[src/rtl/if_fetch_stage_if.sv]
// Instruction-memory request/response channel between the fetch stage (master)
// and instruction memory (slave).
interface if_fetch_stage_if;
   localparam int unsigned XLEN = 64;
   localparam int unsigned ILEN = 32;

   logic            imem_req_o;
   logic [XLEN-1:0] imem_addr_o;
   logic            imem_ready_i;
   logic            imem_rvalid_i;
   logic [ILEN-1:0] imem_rdata_i;

   modport master (
      output imem_req_o,
      output imem_addr_o,
      input  imem_ready_i,
      input  imem_rvalid_i,
      input  imem_rdata_i
   );

   modport slave (
      input  imem_req_o,
      input  imem_addr_o,
      output imem_ready_i,
      output imem_rvalid_i,
      output imem_rdata_i
   );
endinterface

[src/rtl/if_fetch_stage.sv]
// Instruction fetch stage with IF/ID pipeline register: one outstanding imem
// request, decode stall, bubble flush and EX redirect.
module if_fetch_stage #(
   parameter logic [63:0] RESET_PC = 64'h0,
   parameter logic [31:0] NOP_INST = 32'h0000_0013
) (
   input  logic                clk_i,
   input  logic                rst_i,
   input  logic                stall_i,
   input  logic                flush_i,
   input  logic                redirect_i,
   input  logic [63:0]         redirect_pc_i,
   if_fetch_stage_if.master    imem,
   output logic [31:0]         inst_o,
   output logic [63:0]         pc_o,
   output logic                valid_o
);
   localparam int unsigned XLEN = 64;
   localparam int unsigned ILEN = 32;

   typedef enum logic [1:0] {
      S_REQ  = 2'd0,
      S_WAIT = 2'd1,
      S_HOLD = 2'd2
   } state_t;

   state_t          state_q, state_d;
   logic [XLEN-1:0] pc_q, pc_d;
   logic            kill_q, kill_d;
   logic [ILEN-1:0] buf_q, buf_d;
   logic [ILEN-1:0] inst_d;
   logic [XLEN-1:0] pc_out_d;
   logic            valid_d;
   logic            deliver;
   logic [ILEN-1:0] deliver_data;

   assign imem.imem_req_o  = (state_q == S_REQ) & ~redirect_i & ~rst_i;
   assign imem.imem_addr_o = pc_q;

   // State, PC and IF/ID registers
   always_ff @(posedge clk_i or posedge rst_i) begin
      if (rst_i) begin
         state_q <= S_REQ;
         pc_q    <= RESET_PC;
         kill_q  <= 1'b0;
         buf_q   <= '0;
         inst_o  <= NOP_INST;
         pc_o    <= '0;
         valid_o <= 1'b0;
      end else begin
         state_q <= state_d;
         pc_q    <= pc_d;
         kill_q  <= kill_d;
         buf_q   <= buf_d;
         inst_o  <= inst_d;
         pc_o    <= pc_out_d;
         valid_o <= valid_d;
      end
   end

   // Next-state, PC and IF/ID selection
   always_comb begin
      state_d      = state_q;
      pc_d         = pc_q;
      kill_d       = kill_q;
      buf_d        = buf_q;
      deliver      = 1'b0;
      deliver_data = buf_q;
      inst_d       = inst_o;
      pc_out_d     = pc_o;
      valid_d      = valid_o;

      if (redirect_i) begin
         pc_d = {redirect_pc_i[XLEN-1:2], 2'b00};
         case (state_q)
            S_WAIT: begin
               // A response landing on the redirect edge is simply dropped;
               // otherwise the one still in flight must be killed later.
               if (imem.imem_rvalid_i) begin
                  state_d = S_REQ;
                  kill_d  = 1'b0;
               end else begin
                  kill_d  = 1'b1;
               end
            end
            S_HOLD:  state_d = S_REQ;
            default: state_d = S_REQ;
         endcase
      end else begin
         case (state_q)
            S_REQ: begin
               if (imem.imem_ready_i) state_d = S_WAIT;
            end
            S_WAIT: begin
               if (imem.imem_rvalid_i) begin
                  if (kill_q) begin
                     kill_d  = 1'b0;
                     state_d = S_REQ;
                  end else if (!stall_i) begin
                     deliver      = 1'b1;
                     deliver_data = imem.imem_rdata_i;
                     state_d      = S_REQ;
                  end else begin
                     buf_d   = imem.imem_rdata_i;
                     state_d = S_HOLD;
                  end
               end
            end
            S_HOLD: begin
               if (!stall_i) begin
                  deliver = 1'b1;
                  state_d = S_REQ;
               end
            end
            default: state_d = S_REQ;
         endcase
         if (deliver) pc_d = pc_q + XLEN'(4);
      end

      if (redirect_i || flush_i) begin
         inst_d   = NOP_INST;
         pc_out_d = pc_q;
         valid_d  = 1'b0;
      end else if (stall_i) begin
         inst_d   = inst_o;
      end else if (deliver) begin
         inst_d   = deliver_data;
         pc_out_d = pc_q;
         valid_d  = 1'b1;
      end else begin
         inst_d   = NOP_INST;
         pc_out_d = pc_q;
         valid_d  = 1'b0;
      end
   end
endmodule

[src/flat_wrapper.sv]
// flat-port wrapper written by rule: the top's interface ports become plain ports
module if_fetch_stage_flat 
#(
   parameter logic [63:0] RESET_PC = 64'h0,
   parameter logic [31:0] NOP_INST = 32'h0000_0013
)
  (clk_i, rst_i, stall_i, flush_i, redirect_i, redirect_pc_i, inst_o, pc_o, valid_o, imem_imem_req_o, imem_imem_addr_o, imem_imem_ready_i, imem_imem_rvalid_i, imem_imem_rdata_i);
  if_fetch_stage_if imem_i ();
  input  logic clk_i;
  input  logic rst_i;
  input  logic stall_i;
  input  logic flush_i;
  input  logic redirect_i;
  input  logic [63:0] redirect_pc_i;
  output logic [31:0] inst_o;
  output logic [63:0] pc_o;
  output logic valid_o;
  output wire logic [$bits(imem_i.imem_req_o)-1:0] imem_imem_req_o;
  output wire logic [$bits(imem_i.imem_addr_o)-1:0] imem_imem_addr_o;
  input wire logic [$bits(imem_i.imem_ready_i)-1:0] imem_imem_ready_i;
  input wire logic [$bits(imem_i.imem_rvalid_i)-1:0] imem_imem_rvalid_i;
  input wire logic [$bits(imem_i.imem_rdata_i)-1:0] imem_imem_rdata_i;
  assign imem_imem_req_o = imem_i.imem_req_o;
  assign imem_imem_addr_o = imem_i.imem_addr_o;
  assign imem_i.imem_ready_i = imem_imem_ready_i;
  assign imem_i.imem_rvalid_i = imem_imem_rvalid_i;
  assign imem_i.imem_rdata_i = imem_imem_rdata_i;
  if_fetch_stage #(.RESET_PC(RESET_PC), .NOP_INST(NOP_INST)) u_core (.clk_i(clk_i), .rst_i(rst_i), .stall_i(stall_i), .flush_i(flush_i), .redirect_i(redirect_i), .redirect_pc_i(redirect_pc_i), .imem(imem_i), .inst_o(inst_o), .pc_o(pc_o), .valid_o(valid_o));
endmodule
[config.mk]
export PLATFORM = sky130hd
export DESIGN_NAME = if_fetch_stage_flat
export DESIGN_NICKNAME = d
export VERILOG_FILES = /design/src/rtl/if_fetch_stage_if.sv /design/src/rtl/if_fetch_stage.sv /design/src/flat_wrapper.sv
export SDC_FILE = /design/constraint.sdc
export NUM_CORES = 1
export LEC_CHECK = 0
export ABC_AREA = 1
export CAP_MARGIN = 20
export CORE_AREA = 8 8 197 199
export CTS_BUF_LIST = sky130_fd_sc_hd__clkbuf_16
export DETAILED_ROUTE_END_ITERATION = 10
export DIE_AREA = 0 0 205 207
export GPL_TIMING_DRIVEN = 1
export PLACE_DENSITY = 0.51
export SKIP_LAST_GASP = 1
export SLEW_MARGIN = 20
export SYNTH_ARGS = -nofsm -noshare
export SYNTH_HDL_FRONTEND = slang
export SYNTH_SLANG_ARGS = --single-unit
[constraint.sdc]
create_clock -name clk_i -period 8.5 [get_ports clk_i]
set_input_delay 1.7 -clock clk_i [delete_from_list [all_inputs] [get_ports clk_i]]
set_output_delay 1.7 -clock clk_i [all_outputs]
set_load 0.01 [all_outputs]
==> run metrics, run 1 <==
status complete, no violations; Hold Fails Final Rpt 0; TritonCTS Buffers 17; final WL 38,270 um; Post-synth EDFFs 0; Critical Path, Cell by Cell buf_2 -> buf_4 -> inv_2 -> nand2_1 -> nor2_1 -> clkdlybuf4s50_1; leading area contributor after synthesis dfrtp_1; register bit total from synthesis 192; Reg area 4808 sq um; vias in the first global route ~9,400; setup TNS 0 ns; Rel. slew slack 34.08%; Root Buffer clkbuf_16; Die ar. 42,440 sq um; Reg clk slew, reported paths 0.07 ns; synth warn 0; Power Density 212.3 nW/um^2; CP Capture Type output port; crit path DAT 3.39 ns; RSZ-0062 raised after global routing no; core footprint 35,910 sq um; Synth cell types 36; Setup crit start kind input pin; Post-synth top cells nand2_1, dfrtp_1, nor2_1; critical path's largest stage delay ~0.58 ns; Async S/R FF share, synth between 90% and 100%; worst setup margin about 3.4 ns; Synth Cell Area 10,170 sq um; DPL Wire Length 28,000 um; Static Leak 6.225 nW; Final setup viols 0; clock skew 0.009803 ns; DIE HEIGHT 207 um; register area share after synthesis between 40% and 50%; PostCTS Resize Cnt 0; post-synthesis cell count around 1,400; number of port buffers 258; Worst Tran Pin Value 0.9888 ns; NumNets Final 1,748; type of the worst min-delay path flip-flop to flip-flop; DP Worst Slack 3.362 ns; antenna-violating nets left 0; CP Max Fanout 62; post-route minimum period 5.091 ns; DR vias/cell 4.623; htree depth 4; largest net degree at the start of global routing 126; fmax 196.4 MHz; DRC violations left 0; share of cells above drive strength 1 4.961%; # IOs 265; fin. max-slew vios 0; critical path type input pin to output port; Clk Latency, worst-skew pair approximately 0.44 ns; Layout area overhead 35.02%; wire per inst 18.03 um; final period utilization between 50% and 60%; CTS sink cnt approximately 190; antenna violations before repair 4; top post-synthesis cells by area dfrtp_1, nand2_1, o21ai_0; Syn Area/Cell 7.213 sq um; Overflow after GRT 0; CTS Buffer Depth 2; predominant post-synthesis flop cell dfrtp_1; Synth top area share 46.51%; slowest CP cell buf_4; Initial Utilization 28.32%; most common cell in the netlist nand2_1; VDD IR max 0.1434 mV; Multi-input gate area 4521 sq um; initial drt markers 619; TritonCTS clock tree done; CTS Hold Bufs 0; via count approximately 9,800; Required @ worst endpoint 6.80 ns; r2r setup slk 5.82 ns; postcts setup bufs 0; first drt pass iteration count 5; global-route wire length before repair between 50,000 and 60,000 um; Die W 205 um; Max-cap violations 0; gr usage total approximately 18%; Placer Congestion 0.8872; Fillers 3,852; num rows 70
==> per-stage QoR <==
stage          total power [W]  utilization, %  instances  instance area [sq um]  hold slack (ns)
4_1_cts               0.002962           38.22       2121                  13720           0.4793
2_1_floorplan         0.001667               -       1413                  10180           0.4533
3_3_place_gp          0.002085           36.57       2089                  13130           0.4575
6_report              0.002916           38.24       2122                  13730           0.4743
3_5_place_dp          0.002099           36.57       2089                  13130           0.4616
5_1_grt               0.003110           38.24       2122                  13730           0.5046
==> where the power goes <==
group,total [W],switching [W],internal (W)
combinational,0.000831,0.000450,0.000381
sequential,0.00124,0.000144,0.00109
clock,0.000847,0.000384,0.000462
total,0.00292,0.000977,0.00194
==> area by class of cell <==
type / count / area share (%)
diodes: 1 / 0.01822
clock inverters: 15 / 1.212
flip-flops and latches: 192 / 35.02
multi-input cells: 1007 / 32.92
inverters: 159 / 4.420
well taps: 468 / 4.265
clock buffers: 17 / 3.098
repair buffers: 263 / 19.04
==> logic make-up (layout without fill, tap and decap cells) <==
kind of cell               count (synthesis)  after routing  share of synthesized area (%)
adders and majority gates                  5              5                         0.6152
buffers and inverters                    214            454                          8.477
AOI/OAI and AO/OA                        217            217                          11.26
DFF                                      192            192                          47.28
and+or+nand+nor                          770            770                          31.39
xor gates and xnor gates                  11             11                         0.9473
other                                      1              5                        0.03687
==> flip-flops by register name (all words and copies together), names as in the netlist <==
name                     flops
u_core.pc_o                 62
u_core.valid_o               1
u_core.inst_o               32
u_core.kill_q                1
u_core.state_q               2
u_core.buf_q                32
u_core.imem.imem_addr_o     62
==> path summary, 6_finish.rpt <==
| path | startpoint | end | cells after the start |
|---|---|---|---|
| max | redirect_i | imem_imem_req_o | 6 |
| min | u_core.pc_o[16]$_DFFE_PP0P_ | u_core.pc_o[16]$_DFFE_PP0P_ | 2 |
| max reg2reg | u_core.state_q[1]$_DFFE_PP0P_ | u_core.imem.imem_addr_o[12]$_DFFE_PP0P_ | 9 |
| min reg2reg | u_core.pc_o[16]$_DFFE_PP0P_ | u_core.pc_o[16]$_DFFE_PP0P_ | 2 |
| max in group asynchronous | rst_i | u_core.buf_q[8]$_DFFE_PP0P_ | 3 |
| min in group asynchronous | rst_i | u_core.pc_o[8]$_DFFE_PP0P_ | 2 |
==> worst max-delay path, delay by kind of cell <==
kind                   cells  cell delay [ns]
buffers and inverters      4             1.42
AND/OR/NAND/NOR            2             0.23
==> per-layer routing <==
layer | track usage (%) | vias to the layer above | wire length, um
li1 | - | 4878 | -
met2 | 27.02 | 313 | 16960
met3 | 6.710 | 51 | 3484
met4 | 6.312 | 6 | 1130
met1 | 22.61 | 4561 | 16650
met5 | 0 | - | 39
==> layout by cell type, fill, tap and decap left out, types with 6 or more instances in the layout <==
master and instances:
a21oi_1 33, a31oi_1 6, clkbuf_16 17, clkdlybuf4s50_1 257
dfrtp_1 189, inv_1 151, inv_2 6, nand2_1 480
nand2_2 11, nand3_1 84, nand4_1 11, nor2_1 157
nor2_2 10, nor2_4 7, o211ai_1 8, o21ai_0 135
o21ai_1 27, xor2_1 7
No activity file was read; power rests on OpenSTA's default activity.
==> inputs of run 2 (changes only) <==
PLACE_DENSITY = 0.53   (was 0.51)
clock period = 4.54 ns   (was 8.5 ns; I/O delays follow)
==> run metrics, run 2 (synthesized netlist as in run 1, its figures left out) <==
fin. max-slew vios 0; CP Capture Type output port; CTS sink cnt 192; worst reg2reg path endpoint u_core.imem.imem_addr_o[58]$_DFFE_PP0P_; most frequent cells in the layout nand2_1, clkdlybuf4s50_1, dfrtp_1; Reg clk slew, reported paths ~0.080 ns; via count 9,814; global-route wire length before repair between 50,000 and 60,000 um; share of cells above drive strength 1 5.304%; fmax 335.4 MHz; gr usage total between 10% and 20%; antenna violations before repair 3; Hold Crit Endpoint u_core.pc_o[3]$_DFFE_PP0P_; postcts setup bufs 0; DPL Wire Length 28,540 um; Final setup viols 0; final WL roughly 38,000 um; hold path startpoint u_core.pc_o[3]$_DFFE_PP0P_; worst hold path depth 2; largest net degree at the start of global routing ~70; met3 routed wirelength 3363 um; status complete, no violations; FF-to-FF Start u_core.imem.imem_addr_o[3]$_DFFE_PP0P_; Multi-input gate area 4516 sq um; CTS Buffer Depth 2; Layout area overhead 35.19%; top layer in use met5; TritonCTS clock tree done; Hold Fails Final Rpt 0; worst setup margin 1.558 ns; Root Buffer clkbuf_16; Overflow after GRT 0; initial drt markers 610; met2 wire length 16,850 um; Fillers 3,824; NumNets Final 1,754; met1 WL 16,540 um; num rows 70; setup TNS 0 ns; r2r setup slk 2.22 ns; Max-cap violations 0; core footprint 35,910 sq um; RSZ-0062 raised after global routing no; post-route minimum period 2.982 ns; TritonCTS Buffers 17; first drt pass iteration count 5; final period utilization around two thirds; Power Density between 300 and 400 nW/um^2; Die W 205 um; Setup crit start kind input pin; Inst Count DP 2,095; DR vias/cell about 4.6; DIE HEIGHT around 210 um; PostCTS Resize Cnt 0; DRC violations left 0; Required @ worst endpoint between 3 and 4 ns; vias in the first global route 9,859; critical path type input pin to output port; crit path DAT 2.07 ns; Clk Latency, worst-skew pair 0.45 ns; Rel. slew slack 46.89%; Worst Tran Pin Value between 0.7 and 0.8 ns; # IOs 265; Static Leak 6.214 nW; most common cell after layout, fill and taps aside nand2_1; Die ar. about 42,000 sq um; clock skew 0.01275 ns; DP Worst Slack ~1.4 ns; type of the worst min-delay path flip-flop to flip-flop; Tot Pwr 0.005302 W; Initial Utilization between 20% and 30%; htree depth 4; VDD IR max 0.2678 mV; number of port buffers 258; wire per inst between 15 and 20 um; Final Non-Filler Cells between 2,000 and 2,500; CTS Hold Bufs 0; Reg area 4808 sq um; Placer Congestion between 0.9 and 1; antenna-violating nets left 0; worst-case reg-to-reg path depth 10; CP Max Fanout 14
[run 2: cell count changes in the layout (fill, tap and decap cells not counted), sizes merged]
| cell | change |
|---|---|
| buf | +6 |
| clkinvlp | +5 |
| bufinv | -3 |
| clkinv | -1 |
| inv | -1 |
[run 2: layer usage]
layer | vias up | track usage (%)
met4 | 4 | 6.657
li1 | 4904 | -
met1 | 4550 | 22.54
met3 | 54 | 6.398
met5 | - | 0
met2 | 302 | 27.89
[run 2: worst max-delay path, cell delays in order]
cell             delay [ns]
buf_2                  0.14
inv_2                  0.23
nand2_1                0.15
nor2_1                 0.10
clkdlybuf4s50_1        0.54
[run 2: layout make-up]
class,instances,share of cell area (%)
clock inverters,15,0.7099
well taps,468,4.259
inverters,159,4.387
multi-input cells,1007,32.84
diodes,1,0.01820
flip-flops and latches,192,34.97
repair buffers,269,19.71
clock buffers,17,3.094
[run 2: worst max-delay path by stage]
stage | start | to | slack (ns) | depth (start not counted)
after floorplan | rst_i | u_core.buf_q[0]$_DFFE_PP0P_ | 1.16 | 1
after global placement | flush_i | u_core.pc_o[54]$_DFFE_PP0P_ | 1.40 | 6
after detailed placement | flush_i | u_core.pc_o[61]$_DFFE_PP0P_ | 1.39 | 6
after CTS | redirect_i | imem_imem_req_o | 1.53 | 5
after global routing | redirect_i | imem_imem_req_o | 1.48 | 5
final | redirect_i | imem_imem_req_o | 1.56 | 5
[run 2: metrics by stage]
step / hold slack [ns] / cell area [sq um] / utilization (%)
floorplan: 0.4533 / 10180 / -
global placement: 0.4565 / 13220 / 36.82
detailed placement: 0.4620 / 13220 / 36.82
CTS: 0.4812 / 13750 / 38.28
global route: 0.4933 / 13750 / 38.29
finish: 0.4756 / 13750 / 38.29
[run 2: power breakdown]
part	switching [W]	total (W)	internal [W]
Clock	0.000718	0.00141	0.000696
Combinational	0.000845	0.00157	0.000724
Sequential	0.000271	0.00232	0.00205
Total	0.00183	0.00530	0.00347
